--- config.mk ---
export PLATFORM = sky130hd
export DESIGN_NAME = debug_priv_unlock_ctrl_flat
export DESIGN_NICKNAME = d
export VERILOG_FILES = /design/src/rtl/debug_priv_unlock_ctrl_if.sv /design/src/rtl/debug_priv_unlock_ctrl.sv /design/src/flat_wrapper.sv
export SDC_FILE = /design/constraint.sdc
export NUM_CORES = 1
export LEC_CHECK = 0
export ABC_AREA = 1
export CAP_MARGIN = 20
export CORE_MARGIN = 1.5
export CORE_UTILIZATION = 45
export CTS_BUF_LIST = sky130_fd_sc_hd__clkbuf_16
export CTS_CLUSTER_DIAMETER = 60
export CTS_CLUSTER_SIZE = 25
export DETAILED_ROUTE_END_ITERATION = 12
export GPL_TIMING_DRIVEN = 0
export PLACE_DENSITY = 0.82
export SLEW_MARGIN = 20
export SYNTH_ARGS = -nofsm -noshare
export SYNTH_HDL_FRONTEND = slang
export SYNTH_SLANG_ARGS = --single-unit
--- constraint.sdc ---
create_clock -name clk -period 2.8 [get_ports clk]
set_input_delay 0.84 -clock clk [delete_from_list [all_inputs] [get_ports clk]]
set_output_delay 0.84 -clock clk [all_outputs]
set_load 0.1 [all_outputs]
--- src/rtl/debug_priv_unlock_ctrl_if.sv ---
// rtl/debug_priv_unlock_ctrl_if.sv - password handshake channel into the privilege unlock controller
interface debug_priv_unlock_ctrl_if #(
    parameter int PW_W = 32
);
    logic            pw_valid;
    logic [PW_W-1:0] pw_data;
    logic            pw_ready;

    modport master (output pw_valid, output pw_data, input pw_ready);
    modport slave  (input pw_valid, input pw_data, output pw_ready);
endinterface

--- src/rtl/debug_priv_unlock_ctrl.sv ---
// rtl/debug_priv_unlock_ctrl.sv - password-gated machine-privilege grant for a debug requester
module debug_priv_unlock_ctrl #(
    parameter int PW_W           = 32,
    parameter int MAX_FAIL       = 3,
    parameter int LOCKOUT_CYCLES = 1024,
    parameter int SESSION_CYCLES = 65536,
    localparam int FC_W          = $clog2(MAX_FAIL + 1)
) (
    input  logic                    clk,
    input  logic                    rst_n,
    input  logic                    debug_req,
    input  logic [1:0]              usr_mode,
    debug_priv_unlock_ctrl_if.slave pw,
    input  logic [PW_W-1:0]         fuse_pw,
    output logic [1:0]              mode_o,
    output logic                    unlocked_o,
    output logic                    lockout_o,
    output logic [FC_W-1:0]         fail_cnt_o
);

    localparam int TMR_MAX = (SESSION_CYCLES > LOCKOUT_CYCLES) ? SESSION_CYCLES : LOCKOUT_CYCLES;
    localparam int TMR_W   = $clog2(TMR_MAX + 1);

    localparam logic [TMR_W-1:0] SESSION_LOAD = TMR_W'(SESSION_CYCLES - 1);
    localparam logic [TMR_W-1:0] LOCKOUT_LOAD = TMR_W'(LOCKOUT_CYCLES - 1);
    localparam logic [FC_W-1:0]  FAIL_LIMIT   = FC_W'(MAX_FAIL);

    typedef enum logic [1:0] {
        ST_LOCKED   = 2'd0,
        ST_CHECK    = 2'd1,
        ST_UNLOCKED = 2'd2,
        ST_LOCKOUT  = 2'd3
    } state_t;

    state_t            state, state_nxt;
    logic [FC_W-1:0]   fail_cnt, fail_nxt, fail_inc;
    logic [TMR_W-1:0]  timer, timer_nxt, timer_dec;
    logic [PW_W-1:0]   cap_pw, cap_nxt;
    logic [1:0]        mode_nxt, usr_clean;

    always_ff @(posedge clk or negedge rst_n) begin
        if (!rst_n) begin
            state    <= ST_LOCKED;
            fail_cnt <= '0;
            timer    <= '0;
            cap_pw   <= '0;
            mode_o   <= 2'b00;
        end else begin
            state    <= state_nxt;
            fail_cnt <= fail_nxt;
            timer    <= timer_nxt;
            cap_pw   <= cap_nxt;
            mode_o   <= mode_nxt;
        end
    end

    // Timer and fail count both clamp instead of wrapping.
    assign timer_dec = (timer != '0) ? timer - 1'b1 : timer;
    assign fail_inc  = (fail_cnt == FAIL_LIMIT) ? fail_cnt : fail_cnt + 1'b1;

    always_comb begin
        state_nxt = state;
        fail_nxt  = fail_cnt;
        timer_nxt = timer;
        cap_nxt   = cap_pw;
        case (state)
            ST_LOCKED: begin
                if (pw.pw_valid) begin
                    cap_nxt   = pw.pw_data;
                    state_nxt = ST_CHECK;
                end
            end
            ST_CHECK: begin
                cap_nxt = '0;
                if (cap_pw == fuse_pw) begin
                    state_nxt = ST_UNLOCKED;
                    fail_nxt  = '0;
                    timer_nxt = SESSION_LOAD;
                end else begin
                    fail_nxt = fail_inc;
                    if (fail_inc == FAIL_LIMIT) begin
                        state_nxt = ST_LOCKOUT;
                        timer_nxt = LOCKOUT_LOAD;
                    end else begin
                        state_nxt = ST_LOCKED;
                    end
                end
            end
            ST_UNLOCKED: begin
                timer_nxt = timer_dec;
                if (!debug_req || timer == '0) begin
                    state_nxt = ST_LOCKED;
                end
            end
            ST_LOCKOUT: begin
                timer_nxt = timer_dec;
                if (timer == '0) begin
                    state_nxt = ST_LOCKED;
                    fail_nxt  = '0;
                end
            end
            default: state_nxt = ST_LOCKED;
        endcase
    end

    // Reserved privilege encoding 2'b10 is never passed to the core.
    assign usr_clean = (usr_mode == 2'b10) ? 2'b00 : usr_mode;
    assign mode_nxt  = (state == ST_UNLOCKED && debug_req) ? 2'b11 : usr_clean;

    assign pw.pw_ready = (state == ST_LOCKED);
    assign unlocked_o  = (state == ST_UNLOCKED);
    assign lockout_o   = (state == ST_LOCKOUT);
    assign fail_cnt_o  = fail_cnt;

endmodule
--- src/flat_wrapper.sv ---
// flat-port wrapper written by rule: the top's interface ports become plain ports
module debug_priv_unlock_ctrl_flat 
#(
    parameter int PW_W           = 32,
    parameter int MAX_FAIL       = 3,
    parameter int LOCKOUT_CYCLES = 1024,
    parameter int SESSION_CYCLES = 65536,
    localparam int FC_W          = $clog2(MAX_FAIL + 1)
)
  (clk, rst_n, debug_req, usr_mode, fuse_pw, mode_o, unlocked_o, lockout_o, fail_cnt_o, pw_pw_valid, pw_pw_data, pw_pw_ready);
  debug_priv_unlock_ctrl_if #(.PW_W(PW_W)) pw_i ();
  input  logic clk;
  input  logic rst_n;
  input  logic debug_req;
  input  logic [1:0] usr_mode;
  input  logic [PW_W-1:0] fuse_pw;
  output logic [1:0] mode_o;
  output logic unlocked_o;
  output logic lockout_o;
  output logic [FC_W-1:0] fail_cnt_o;
  input wire logic [$bits(pw_i.pw_valid)-1:0] pw_pw_valid;
  input wire logic [$bits(pw_i.pw_data)-1:0] pw_pw_data;
  output wire logic [$bits(pw_i.pw_ready)-1:0] pw_pw_ready;
  assign pw_i.pw_valid = pw_pw_valid;
  assign pw_i.pw_data = pw_pw_data;
  assign pw_pw_ready = pw_i.pw_ready;
  debug_priv_unlock_ctrl #(.PW_W(PW_W), .MAX_FAIL(MAX_FAIL), .LOCKOUT_CYCLES(LOCKOUT_CYCLES), .SESSION_CYCLES(SESSION_CYCLES)) u_core (.clk(clk), .rst_n(rst_n), .debug_req(debug_req), .usr_mode(usr_mode), .pw(pw_i), .fuse_pw(fuse_pw), .mode_o(mode_o), .unlocked_o(unlocked_o), .lockout_o(lockout_o), .fail_cnt_o(fail_cnt_o));
endmodule
## Word-level counts from Yosys, hierarchy flattened

Cells that the tools add are included.

- Register bits after elaboration: 55
- Input bits: 70
- Output and inout bits: 7
- Logic and storage cells: 50

- Add/sub/neg operators: 2
- Equality and inequality tests: 12
- Mux-type cells: 17
- Reductions and logical operators: 14

Operators with widths:

| kind | number |
|---|---|
| one-hot mux 32 bit (2 select lines) | 1 |
| two-way mux 17 bit | 3 |
| one-hot mux 17 bit (2 select lines) | 1 |
| equality test 32 bit | 1 |
| two-way mux 32 bit | 1 |
| two-way mux 2 bit | 9 |
| zero test 17 bit | 1 |
| nonzero test 17 bit | 1 |
| subtractor 17 x 1 -> 17 bit, second input constant | 1 |
| equality test 2 bit, second input constant | 5 |
| one-hot mux 2 bit (4 select lines) | 1 |
| != test 2 x 1 -> 1 bit, second input constant | 3 |
| AND reduction 3 bit | 2 |
| nonzero test 2 bit | 3 |
| one-hot mux 2 bit (2 select lines) | 1 |
| AND reduction 2 bit | 2 |
| != test 3 x 1 -> 1 bit, second input constant | 1 |
| adder 2 x 1 -> 2 bit, second input constant | 1 |
| equality test 2 x 1 -> 1 bit, second input constant | 1 |
| zero test 2 bit | 1 |
| != test 2 bit, second input constant | 1 |
| OR reduction 2 bit | 1 |
| logical AND 1 bit | 1 |
| zero test 1 bit | 1 |
| logical OR 1 bit | 1 |

## Depth between registers and ports, before layout

- Depth in word-level cells: 6
- Gate-level depth with buffers: 13
- Gate-level depth less buffers: 13

## Least setup slack after synthesis

No wires, ideal clock.

- Kind: reg-to-output
- From: reg u_core.state[1]
- To: out unlocked_o
- Arrival time: 1981 ps
- Data required time: 1960 ps
- Slack: -21 ps
- Cell stages (with the launch flop): 4
- Buffers on the path: 1
- Cell sequence: dfrtp_1 inv_2 clkbuf_1 nor2_1

- Cells in the longest elaborated chain, start to end: 1

Ends and longest elaborated chain:

| item | RTL line | RTL |
|---|---|---|
| start: declaration | debug_priv_unlock_ctrl.sv:35 | `state_t state, state_nxt;` |
| start signal: assignment | debug_priv_unlock_ctrl.sv:49 | `state <= state_nxt;` |
| equality test 2 bit | debug_priv_unlock_ctrl.sv:111 | `assign unlocked_o = (state == ST_UNLOCKED);` |
| end: declaration | flat_wrapper.sv:18 | `output logic unlocked_o;` |

No other way between the ends.

## Worst setup path after layout

- From: reg u_core.state[1]
- To: out lockout_o

- Cells in the longest elaborated chain, start to end: 1

Ends and longest elaborated chain:

| item | RTL line | RTL |
|---|---|---|
| equality test 2 bit | debug_priv_unlock_ctrl.sv:112 | `assign lockout_o = (state == ST_LOCKOUT);` |
| end: declaration | flat_wrapper.sv:19 | `output logic lockout_o;` |

No other way between the ends.

==> results.sh <==
export IMPL_outcome="finished, final reports clean"
export IMPL_pwr_density_cell_mw_per_mm2=379.7
export IMPL_worstSetupEndpointType="output port"
export IMPL_slew_headroom_pct=34.33
export IMPL_worstPathCellList="nand2_1, inv_1, dlygate4sd2_1"
export IMPL_path_clk_slew_ps=70
export IMPL_fin_skew_ps=5.449
export IMPL_grt_pass1_vias=3070
export IMPL_worst_hold_path_type="register to register"
export IMPL_clock_root_buffer="clkbuf_16"
export IMPL_hp_start="u_core.timer[15]"
export IMPL_cp_depth=3
export IMPL_synth_seq_cells=55
export IMPL_start_util_pct=46.19
export IMPL_io_pins=77
export IMPL_antenna_found_initial=0
export IMPL_ir_drop_uv=262.3
export IMPL_place_congestion=0.8555
export IMPL_period_share_pct=97.53
export IMPL_holdPathStages=2
export IMPL_hold_viol_final=0
export IMPL_wl_per_cell_microns=12.45
export IMPL_r2r_start="u_core.timer[0]"
export IMPL_grt_pass1_wl_mm=13.33
export IMPL_cts_buffers=5
export IMPL_ys_seq_area_share_pct=41.53
export IMPL_finalPower_w=0.001642
export IMPL_cp_required_ps=1960
export IMPL_post_cts_setup_buffers=0
export IMPL_core_area_sq_mm=0.007176
export IMPL_syn_inst=447
export IMPL_max_stage_delay_ps=860
export IMPL_routed_via_count=3102
export IMPL_dr_pass1_iters=4
export IMPL_diodes=0
export IMPL_chipWidth_microns=88.82
export IMPL_synth_edf_count=0
export IMPL_synth_area_sq_mm=0.003314
export IMPL_fmax_mhz=366.2
export IMPL_via_per_inst=4.932
export IMPL_die_area_sq_mm=0.007889
export IMPL_overflow=0
export IMPL_drtAntennaViolNets=0
export IMPL_drt_wl_total_mm=7.828
export IMPL_startpoint="u_core.state[1]"
export IMPL_maxSlewViolCount=0
export IMPL_path_delay_family="buffers and inverters"
export IMPL_synthDistinctLibCells=31
export IMPL_drcViolationCount=0
export IMPL_r2r_cells=10
export IMPL_drive_gt1_share_pct=12.08
export IMPL_tightest_slew_ps=982.0
export IMPL_yosysWarningCount=0
export IMPL_fin_util_pct=60.28
export IMPL_critPathLaunchType="register"
export IMPL_cpMaxStageDelayCell="dlygate4sd2_1"
export IMPL_die_h_microns=88.82
export IMPL_finalNetCount=600
export IMPL_cts_tree="built"
export IMPL_ys_async_sr_fraction_pct=100.0
export IMPL_synth_flop_cell="dfrtp_1"
export IMPL_grt_max_degree=56
export IMPL_hpwl_mm=5.933
export IMPL_htreeDepth=2
export IMPL_num_rows=31
export IMPL_cts_sinks=55
export IMPL_fin_crit_ps=2731
export IMPL_grt_usage_pct=21.67
export IMPL_path_class="register to output port"
export IMPL_insertion_delay_ps=290
export IMPL_areaGrowthSynthToFinish_pct=30.50
export IMPL_reg2reg_slack_ps=950
export IMPL_drtIter0Drc=180
export IMPL_setup_viol_count_final=0
export IMPL_portBuffers=75
export IMPL_clock_path_buffers=2
export IMPL_syn_area_per_cell_sq_um=7.415
export IMPL_critPathMaxFanout=6
export IMPL_critPathBufInv=2
export IMPL_rsz0062_at_grt="no"
export IMPL_crit_arrival_ps=1890
export IMPL_p_leak_nw=2.080
export IMPL_synth_fp_nets=518
export IMPL_cap_violations=0
## per-stage QoR
step | std cells | setup WS [ps] | TNS (ps) | hold WS [ps] | cell area [sq um]
floorplan | 447 | 254.9 | 0 | 448.8 | 3317
global placement | 621 | -863.4 | -47930 | 465.6 | 4192
detailed placement | 621 | -459.1 | -696.0 | 466.9 | 4189
CTS | 629 | 12.11 | 0 | 483.8 | 4328
global route | 629 | 45.31 | 0 | 545.3 | 4325
finish | 629 | 69.16 | 0 | 482.6 | 4325
## logic make-up (layout without fill, tap and decap cells)
| logic type | after synthesis | in the layout | synth area share, % |
|---|---|---|---|
| adder cells (fa/ha/maj) | 1 | 1 | 0.3774 |
| AO/OA/AOI/OAI | 31 | 31 | 4.832 |
| XOR/XNOR | 26 | 26 | 6.871 |
| AND/OR/NAND/NOR | 274 | 274 | 39.07 |
| flip-flops | 55 | 55 | 41.53 |
| buffers and inverters | 60 | 143 | 7.323 |
## metal layers
metal / up-vias / wire length, microns / track usage, %
met2: 70 / 4064 / 40.01
met5: - / 0 / 0
met3: 7 / 408 / 4.757
li1: 1586 / - / -
met4: 0 / 69 / 4.972
met1: 1439 / 3285 / 25.58
## worst paths after layout
| kind | endpoint |
|---|---|
| worst max-delay path | lockout_o |
| worst min-delay path | u_core.timer[15] |
| worst max register to register | u_core.timer[3] |
| worst min register to register | u_core.timer[15] |
| max in group asynchronous | u_core.timer[6] |
| min in group asynchronous | u_core.mode_o[0] |
## synthesized netlist by cell type, types with 3 or more instances
master / instances / area (sq um)
clkbuf_1: 13 / 48.80
nor2_1: 22 / 82.58
xor2_1: 3 / 26.28
inv_2: 15 / 56.30
nand2_1: 139 / 521.8
nand2_2: 14 / 87.58
xnor2_1: 23 / 201.4
o21ai_1: 11 / 55.05
dfrtp_1: 55 / 1376
nand3_1: 66 / 330.3
nor2_4: 5 / 56.30
nor2_2: 5 / 31.28
nand4_1: 11 / 68.82
o21ai_0: 9 / 45.04
a21oi_1: 8 / 40.04
inv_1: 28 / 105.1
## cells in the final DEF, fill, tap and decap left out, types with 12 or more instances in the layout
master,netlist,routed
xnor2_1,23,23
inv_1,28,29
clkbuf_1,13,12
nor2_1,22,21
dfrtp_1,55,55
nand3_1,66,66
clkdlybuf4s50_1,0,70
nand2_1,139,139
inv_2,15,15
nand2_2,14,14
## layout make-up
cell class / count / area [sq um]
Multi-Input combinational cell: 332 / 1698
Clock buffer: 5 / 125.1
Timing Repair Buffer: 75 / 742.0
Inverter: 43 / 161.4
Tap cell: 99 / 123.9
Fill cell: 634 / 2850
Buffer: 17 / 82.58
Sequential cell: 55 / 1376
Clock inverter: 3 / 16.27
## tightest hold or removal path, delay by kind of cell, from the launching register on
family        cells  cell delay [ps]
flops             1              340
simple gates      2              110
## state kept, by name, summed over array words and instances, names as in the netlist
name               flops
u_core.cap_pw         32
u_core.fail_cnt_o      2
u_core.mode_o          2
u_core.state           2
u_core.timer          17
## repair_timing
item,in CTS,in global routing
hold buffers,0,0
setup endpoints to repair,3,3
gates resized for setup,10,5
## power by group
| group | internal [W] | leakage [nW] | switching (W) |
|---|---|---|---|
| combinational | 0.000121 | 1.31 | 0.0000930 |
| clock | 0.000327 | 0.0710 | 0.000282 |
| sequential | 0.000808 | 0.703 | 0.0000105 |
| total | 0.00126 | 2.08 | 0.000386 |
(Power assumes the default switching activity.)
